$ cat config.mk
export PLATFORM = sky130hd
export DESIGN_NAME = urv_fetch
export DESIGN_NICKNAME = d
export VERILOG_FILES = /design/src/rtl/urv_fetch.sv
export SDC_FILE = /design/constraint.sdc
export NUM_CORES = 1
export LEC_CHECK = 0
export ABC_AREA = 1
export CORE_MARGIN = 5
export CORE_UTILIZATION = 40
export CTS_BUF_LIST = sky130_fd_sc_hd__clkbuf_4 sky130_fd_sc_hd__clkbuf_8
export DETAILED_ROUTE_END_ITERATION = 8
export GPL_ROUTABILITY_DRIVEN = 1
export SYNTH_ARGS = -nofsm -noshare
export SYNTH_HDL_FRONTEND = slang
export SYNTH_SLANG_ARGS = --single-unit
$ cat constraint.sdc
create_clock -name clk_i -period 2.8 [get_ports clk_i]
set_input_delay 0.56 -clock clk_i [delete_from_list [all_inputs] [get_ports clk_i]]
set_output_delay 0.56 -clock clk_i [all_outputs]
set_load 0.05 [all_outputs]
$ cat src/rtl/urv_fetch.sv
// uRV instruction fetch: PC, one outstanding imem request, output slot plus one-entry hold buffer.
// Optional misaligned-target trap: define URV_FETCH_MISALIGN_TRAP_EN.
module urv_fetch #(
  parameter logic [31:0] g_boot_vector = 32'h0000_0000
) (
  input  logic        clk_i,
  input  logic        rst_i,
  output logic [31:0] im_addr_o,
  output logic        im_rd_o,
  input  logic [31:0] im_data_i,
  input  logic        im_valid_i,
  input  logic        f_stall_i,
  input  logic        x_bra_i,
  input  logic [31:0] x_bra_target_i,
  output logic        f_valid_o,
  output logic [31:0] f_ir_o,
  output logic [31:0] f_pc_o,
  output logic        f_misaligned_o
);

  localparam logic [31:0] NOP = 32'h0000_0013;

  typedef enum logic [1:0] {ST_BOOT, ST_RUN, ST_FLUSH} state_t;

  state_t      state_q, state_d;
  logic [31:0] pc_q, pc_d, req_pc_q, req_pc_d;
  logic        outst_q, outst_d;
  logic        out_valid_q, out_valid_d, out_mis_q, out_mis_d;
  logic [31:0] out_ir_q, out_ir_d, out_pc_q, out_pc_d;
  logic        hold_valid_q, hold_valid_d;
  logic [31:0] hold_ir_q, hold_ir_d, hold_pc_q, hold_pc_d;
  logic        halted_q, halted_d;
  logic [31:0] bra_tgt;
  logic        bra_mis, resp, out_free, issue;

`ifdef URV_FETCH_MISALIGN_TRAP_EN
  assign bra_tgt = x_bra_target_i;
  assign bra_mis = (x_bra_target_i[1:0] != 2'b00);
`else
  assign bra_tgt = x_bra_target_i & 32'hFFFF_FFFC;
  assign bra_mis = 1'b0;
`endif

  always_comb begin
    state_d      = state_q;
    pc_d         = pc_q;
    req_pc_d     = req_pc_q;
    outst_d      = outst_q;
    out_valid_d  = out_valid_q;
    out_mis_d    = out_mis_q;
    out_ir_d     = out_ir_q;
    out_pc_d     = out_pc_q;
    hold_valid_d = hold_valid_q;
    hold_ir_d    = hold_ir_q;
    hold_pc_d    = hold_pc_q;
    halted_d     = halted_q;
    issue        = 1'b0;
    resp         = im_valid_i && outst_q;
    out_free     = !out_valid_q || !f_stall_i;

    if (state_q == ST_BOOT) begin
      state_d = ST_RUN;
    end else if (x_bra_i) begin
      out_valid_d  = bra_mis;
      out_mis_d    = bra_mis;
      if (bra_mis) begin
        out_ir_d = NOP;
        out_pc_d = bra_tgt;
      end
      hold_valid_d = 1'b0;
      pc_d         = bra_tgt;
      halted_d     = bra_mis;
      if (!outst_q || im_valid_i) begin
        outst_d = 1'b0;
        state_d = ST_RUN;
      end else begin
        state_d = ST_FLUSH;
      end
    end else if (state_q == ST_FLUSH) begin
      if (out_valid_q && !f_stall_i) out_valid_d = 1'b0;
      if (im_valid_i) begin
        outst_d = 1'b0;
        state_d = ST_RUN;
        issue   = !halted_q;
      end
    end else begin
      if (out_free) begin
        if (hold_valid_q) begin
          out_valid_d  = 1'b1;
          out_mis_d    = 1'b0;
          out_ir_d     = hold_ir_q;
          out_pc_d     = hold_pc_q;
          hold_valid_d = 1'b0;
        end else if (resp) begin
          out_valid_d = 1'b1;
          out_mis_d   = 1'b0;
          out_ir_d    = im_data_i;
          out_pc_d    = req_pc_q;
        end else begin
          out_valid_d = 1'b0;
        end
      end
      if (resp && (!out_free || hold_valid_q)) begin
        hold_valid_d = 1'b1;
        hold_ir_d    = im_data_i;
        hold_pc_d    = req_pc_q;
      end
      if (resp) outst_d = 1'b0;
      // Gate on next-cycle hold occupancy so the reply always has a free slot.
      issue = !halted_q && (!outst_q || im_valid_i) && !hold_valid_d;
    end

    if (issue) begin
      pc_d     = pc_q + 32'd4;
      req_pc_d = pc_q;
      outst_d  = 1'b1;
    end
  end

  always_ff @(posedge clk_i) begin
    if (rst_i) begin
      state_q      <= ST_BOOT;
      pc_q         <= g_boot_vector;
      req_pc_q     <= '0;
      outst_q      <= 1'b0;
      out_valid_q  <= 1'b0;
      out_mis_q    <= 1'b0;
      out_ir_q     <= NOP;
      out_pc_q     <= '0;
      hold_valid_q <= 1'b0;
      hold_ir_q    <= '0;
      hold_pc_q    <= '0;
      halted_q     <= 1'b0;
    end else begin
      state_q      <= state_d;
      pc_q         <= pc_d;
      req_pc_q     <= req_pc_d;
      outst_q      <= outst_d;
      out_valid_q  <= out_valid_d;
      out_mis_q    <= out_mis_d;
      out_ir_q     <= out_ir_d;
      out_pc_q     <= out_pc_d;
      hold_valid_q <= hold_valid_d;
      hold_ir_q    <= hold_ir_d;
      hold_pc_q    <= hold_pc_d;
      halted_q     <= halted_d;
    end
  end

  assign im_rd_o        = issue;
  assign im_addr_o      = {pc_q[31:2], 2'b00};
  assign f_valid_o      = out_valid_q;
  assign f_ir_o         = out_ir_q;
  assign f_pc_o         = out_pc_q;
  assign f_misaligned_o = out_mis_q;

endmodule
==> impl_metrics.env <==
export IMPL_powerDensity_nw_per_um2=520
export IMPL_first_global_vias=6799
export IMPL_wl_per_cell_um=13.7
export IMPL_hp_class="register to register"
export IMPL_regToRegEndpoint="pc_q[28]$_SDFFE_PP0P_"
export IMPL_synthSimpleGateAreaFrac_pct=20.6
export IMPL_antenna_found_initial=0
export IMPL_irDropWorstVdd_uv=252
export IMPL_num_rows=52
export IMPL_synth_fa_ha_area_share_pct=0.152
export IMPL_grt_pass1_wl_mm=35.4
export IMPL_gp_congestion=0.873
export IMPL_clkSinkCount=189
export IMPL_fmax_ghz=0.401
export IMPL_switching_power_uw=1670
export IMPL_drt_iter0_markers=401
export IMPL_reg2reg_from="pc_q[2]$_SDFFE_PP0P_"
export IMPL_fin_crit_ps=2500
export IMPL_ys_seq_area_share_pct=45.9
export IMPL_syn_area_um2=8250
export IMPL_tightest_slew_ps=671
export IMPL_clockBufferDepth=2
export IMPL_ff2ff_path_depth=10
export IMPL_die_y_um=154
export IMPL_cp_max_fo=5
export IMPL_ff2ff_setup_slack_ps=770
export IMPL_ys_ff_latch=189
export IMPL_drc=0
export IMPL_gr_total_overflow=0
export IMPL_final_max_slew_viol_count=0
export IMPL_power_share_combinational_pct=15.4
export IMPL_p_sw_share_pct=30.7
export IMPL_worstSkewPairLatency_ps=460
export IMPL_end_kind="output pin"
export IMPL_grt_max_degree=60
export IMPL_layout_area_overhead_vs_synth_pct=27.1
export IMPL_wl_mm=21.5
export IMPL_hpwl_mm=14.4
export IMPL_final_hold_violation_count=0
export IMPL_fp_dieW_um=154
export IMPL_setup_violations=0
export IMPL_cts_hold_buf=0
export IMPL_initial_core_util_pct=40.6
export IMPL_min_delay_path_depth=2
export IMPL_slew_headroom_pct=55.3
export IMPL_holdPathEnd="hold_pc_q[4]$_SDFFE_PP0P_"
export IMPL_synth_distinct_cells=33
export IMPL_fin_nets=1355
export IMPL_ant_nets=0
export IMPL_track_usage_pct=17.9
export IMPL_hold_slack_ps=446
export IMPL_synth_compound_area_share_pct=22.2
export IMPL_fin_crit_sh_pct=89.2
export IMPL_core_region_area_um2=20300
export IMPL_cts_clk_slew_worst_paths_ps=90
export IMPL_status="finished clean"
export IMPL_syn_inst=1160
export IMPL_vias_per_cell=4.82
export IMPL_finalSetupTns_ps=0
export IMPL_synth_top_family_by_area="compound AO/OA/AOI/OAI gates"
export IMPL_cts_root_buf="clkbuf_8"
export IMPL_fin_worst_skew_ps=15.9
export IMPL_worstPathArrival_ps=1940
export IMPL_grt_setup_unrepaired="false"
export IMPL_dieArea_um2=23600
export IMPL_portBuffers=160
export IMPL_muxShareOfSynthArea_pct=0
export IMPL_cts_tree="done"
export IMPL_first_pass_iters=5
export IMPL_total_power_uw=5450
export IMPL_ctsResizeCount=0
export IMPL_drv_cap=0
export IMPL_start_kind="primary input"
export IMPL_final_common_cell="nand2_1"
export IMPL_intPower_uw=3780
export IMPL_diodes=0
export IMPL_ioPinCount=168
export IMPL_required_ps=2240
export IMPL_min_from="hold_pc_q[4]$_SDFFE_PP0P_"
export IMPL_p_leak_uw=0.00386
export IMPL_pwr_share_clk_pct=31.7
export IMPL_num_vias=7558
export IMPL_htree_levels=4
export IMPL_final_cell_mix="nand2_1 (240), dfxtp_1 (188), o21ai_0 (176), clkdlybuf4s50_1 (159), nor2_1 (119)"
export IMPL_path_class="primary input to output pin"
export IMPL_drive_above_1_share_pct=6.32
export IMPL_synth_xor_area_share_pct=1.38
export IMPL_cts_buffers=17
export IMPL_fin_util_pct=51.6
export IMPL_yosys_warnings=0
export IMPL_power_frac_seq_pct=53.0
export IMPL_postCtsSetupBuffers=0
export IMPL_avgSynthCellArea_um2=7.11
per-layer routing:
layer / vias up / wire length [um] / part of all wire (%) / track usage (%)
li1: 4050 / - / - / -
met1: 3303 / 11100 / 52 / 26.8
met2: 185 / 8900 / 42 / 26.0
met3: 20 / 1180 / 5.5 / 4.02
met4: 0 / 255 / 1.2 / 4.63
met5: - / 0 / 0 / 0
worst max-delay path by stage:
| stage | slack (ps) | end | start |
|---|---|---|---|
| CTS | 300 | im_rd_o | im_valid_i |
| floorplan | 690 | im_rd_o | f_valid_o$_SDFFE_PP0P_ |
| detailed placement | 280 | f_pc_o[10]$_SDFFE_PP0P_ | x_bra_i |
| global placement | 290 | pc_q[23]$_SDFFE_PP0P_ | im_valid_i |
| global route | 170 | im_rd_o | im_valid_i |
| finish | 300 | im_rd_o | im_valid_i |
flip-flops by register name, summed over array words and instances, names as in the netlist:
signal        count
f_valid_o         1
hold_valid_q      1
state_q           2
f_ir_o           32
hold_pc_q        30
req_pc_q         30
pc_q             30
outst_q           1
f_pc_o           30
hold_ir_q        32
area by class of cell:
| cell class | instances | area, um2 |
|---|---|---|
| Fill cell | 2055 | 9820 |
| Clock buffer | 18 | 248 |
| Inverter | 110 | 418 |
| Clock inverter | 14 | 125 |
| Sequential cell | 189 | 3780 |
| Tap cell | 270 | 338 |
| Timing Repair Buffer | 183 | 1870 |
| Multi-Input combinational cell | 784 | 3700 |
worst max-delay path: stages:
cell,delay (ps)
clkdlybuf4s50_1,550
nand2_1,90
inv_2,100
nand2_1,70
nand2_2,100
nor2_1,50
nor2_1,170
nor2_4,80
buf_12,160
cell usage after synthesis (all sizes together):
library cell | instances | area [um2]
inv | 109 | 412
conb | 1 | 3.75
nand3b | 2 | 15.0
buf | 33 | 204
ha | 1 | 12.5
nand4 | 6 | 37.5
nand2 | 243 | 920
o21ai | 195 | 987
or2 | 2 | 12.5
xor2 | 7 | 61.3
xnor2 | 6 | 52.6
nor3 | 4 | 25.0
clkinv | 1 | 3.75
a31oi | 60 | 375
a21oi | 85 | 425
dfxtp | 189 | 3780
nand3 | 35 | 185
o21bai | 2 | 15.0
clkbuf | 48 | 181
nor2 | 127 | 507
o211ai | 4 | 30.0
power by group through the flow:
stage,Combinational (uW),Sequential (uW),Clock [uW]
final,838,2890,1730
after global routing,920,2900,1900
after CTS,844,2890,1800
after detailed placement,839,2950,0
after global placement,837,2950,0
after floorplan,350,3110,0
through the flow:
step	instance area (um2)	cells	worst slack, ps
finish	10500	1568	304
global route	10500	1568	173
CTS	10500	1568	296
detailed placement	10100	1536	281
global placement	10100	1536	292
floorplan	8260	1164	695
logic make-up (layout without fill, tap and decap cells):
family          Yosys count  count (layout)
compound gates          346             346
other cells               1               5
fa+ha+maj                 1               1
xor+xnor                 13              13
buf+inv                 191             325
flops                   189             189
simple gates            419             419
No activity file was read; power rests on OpenSTA's default activity.
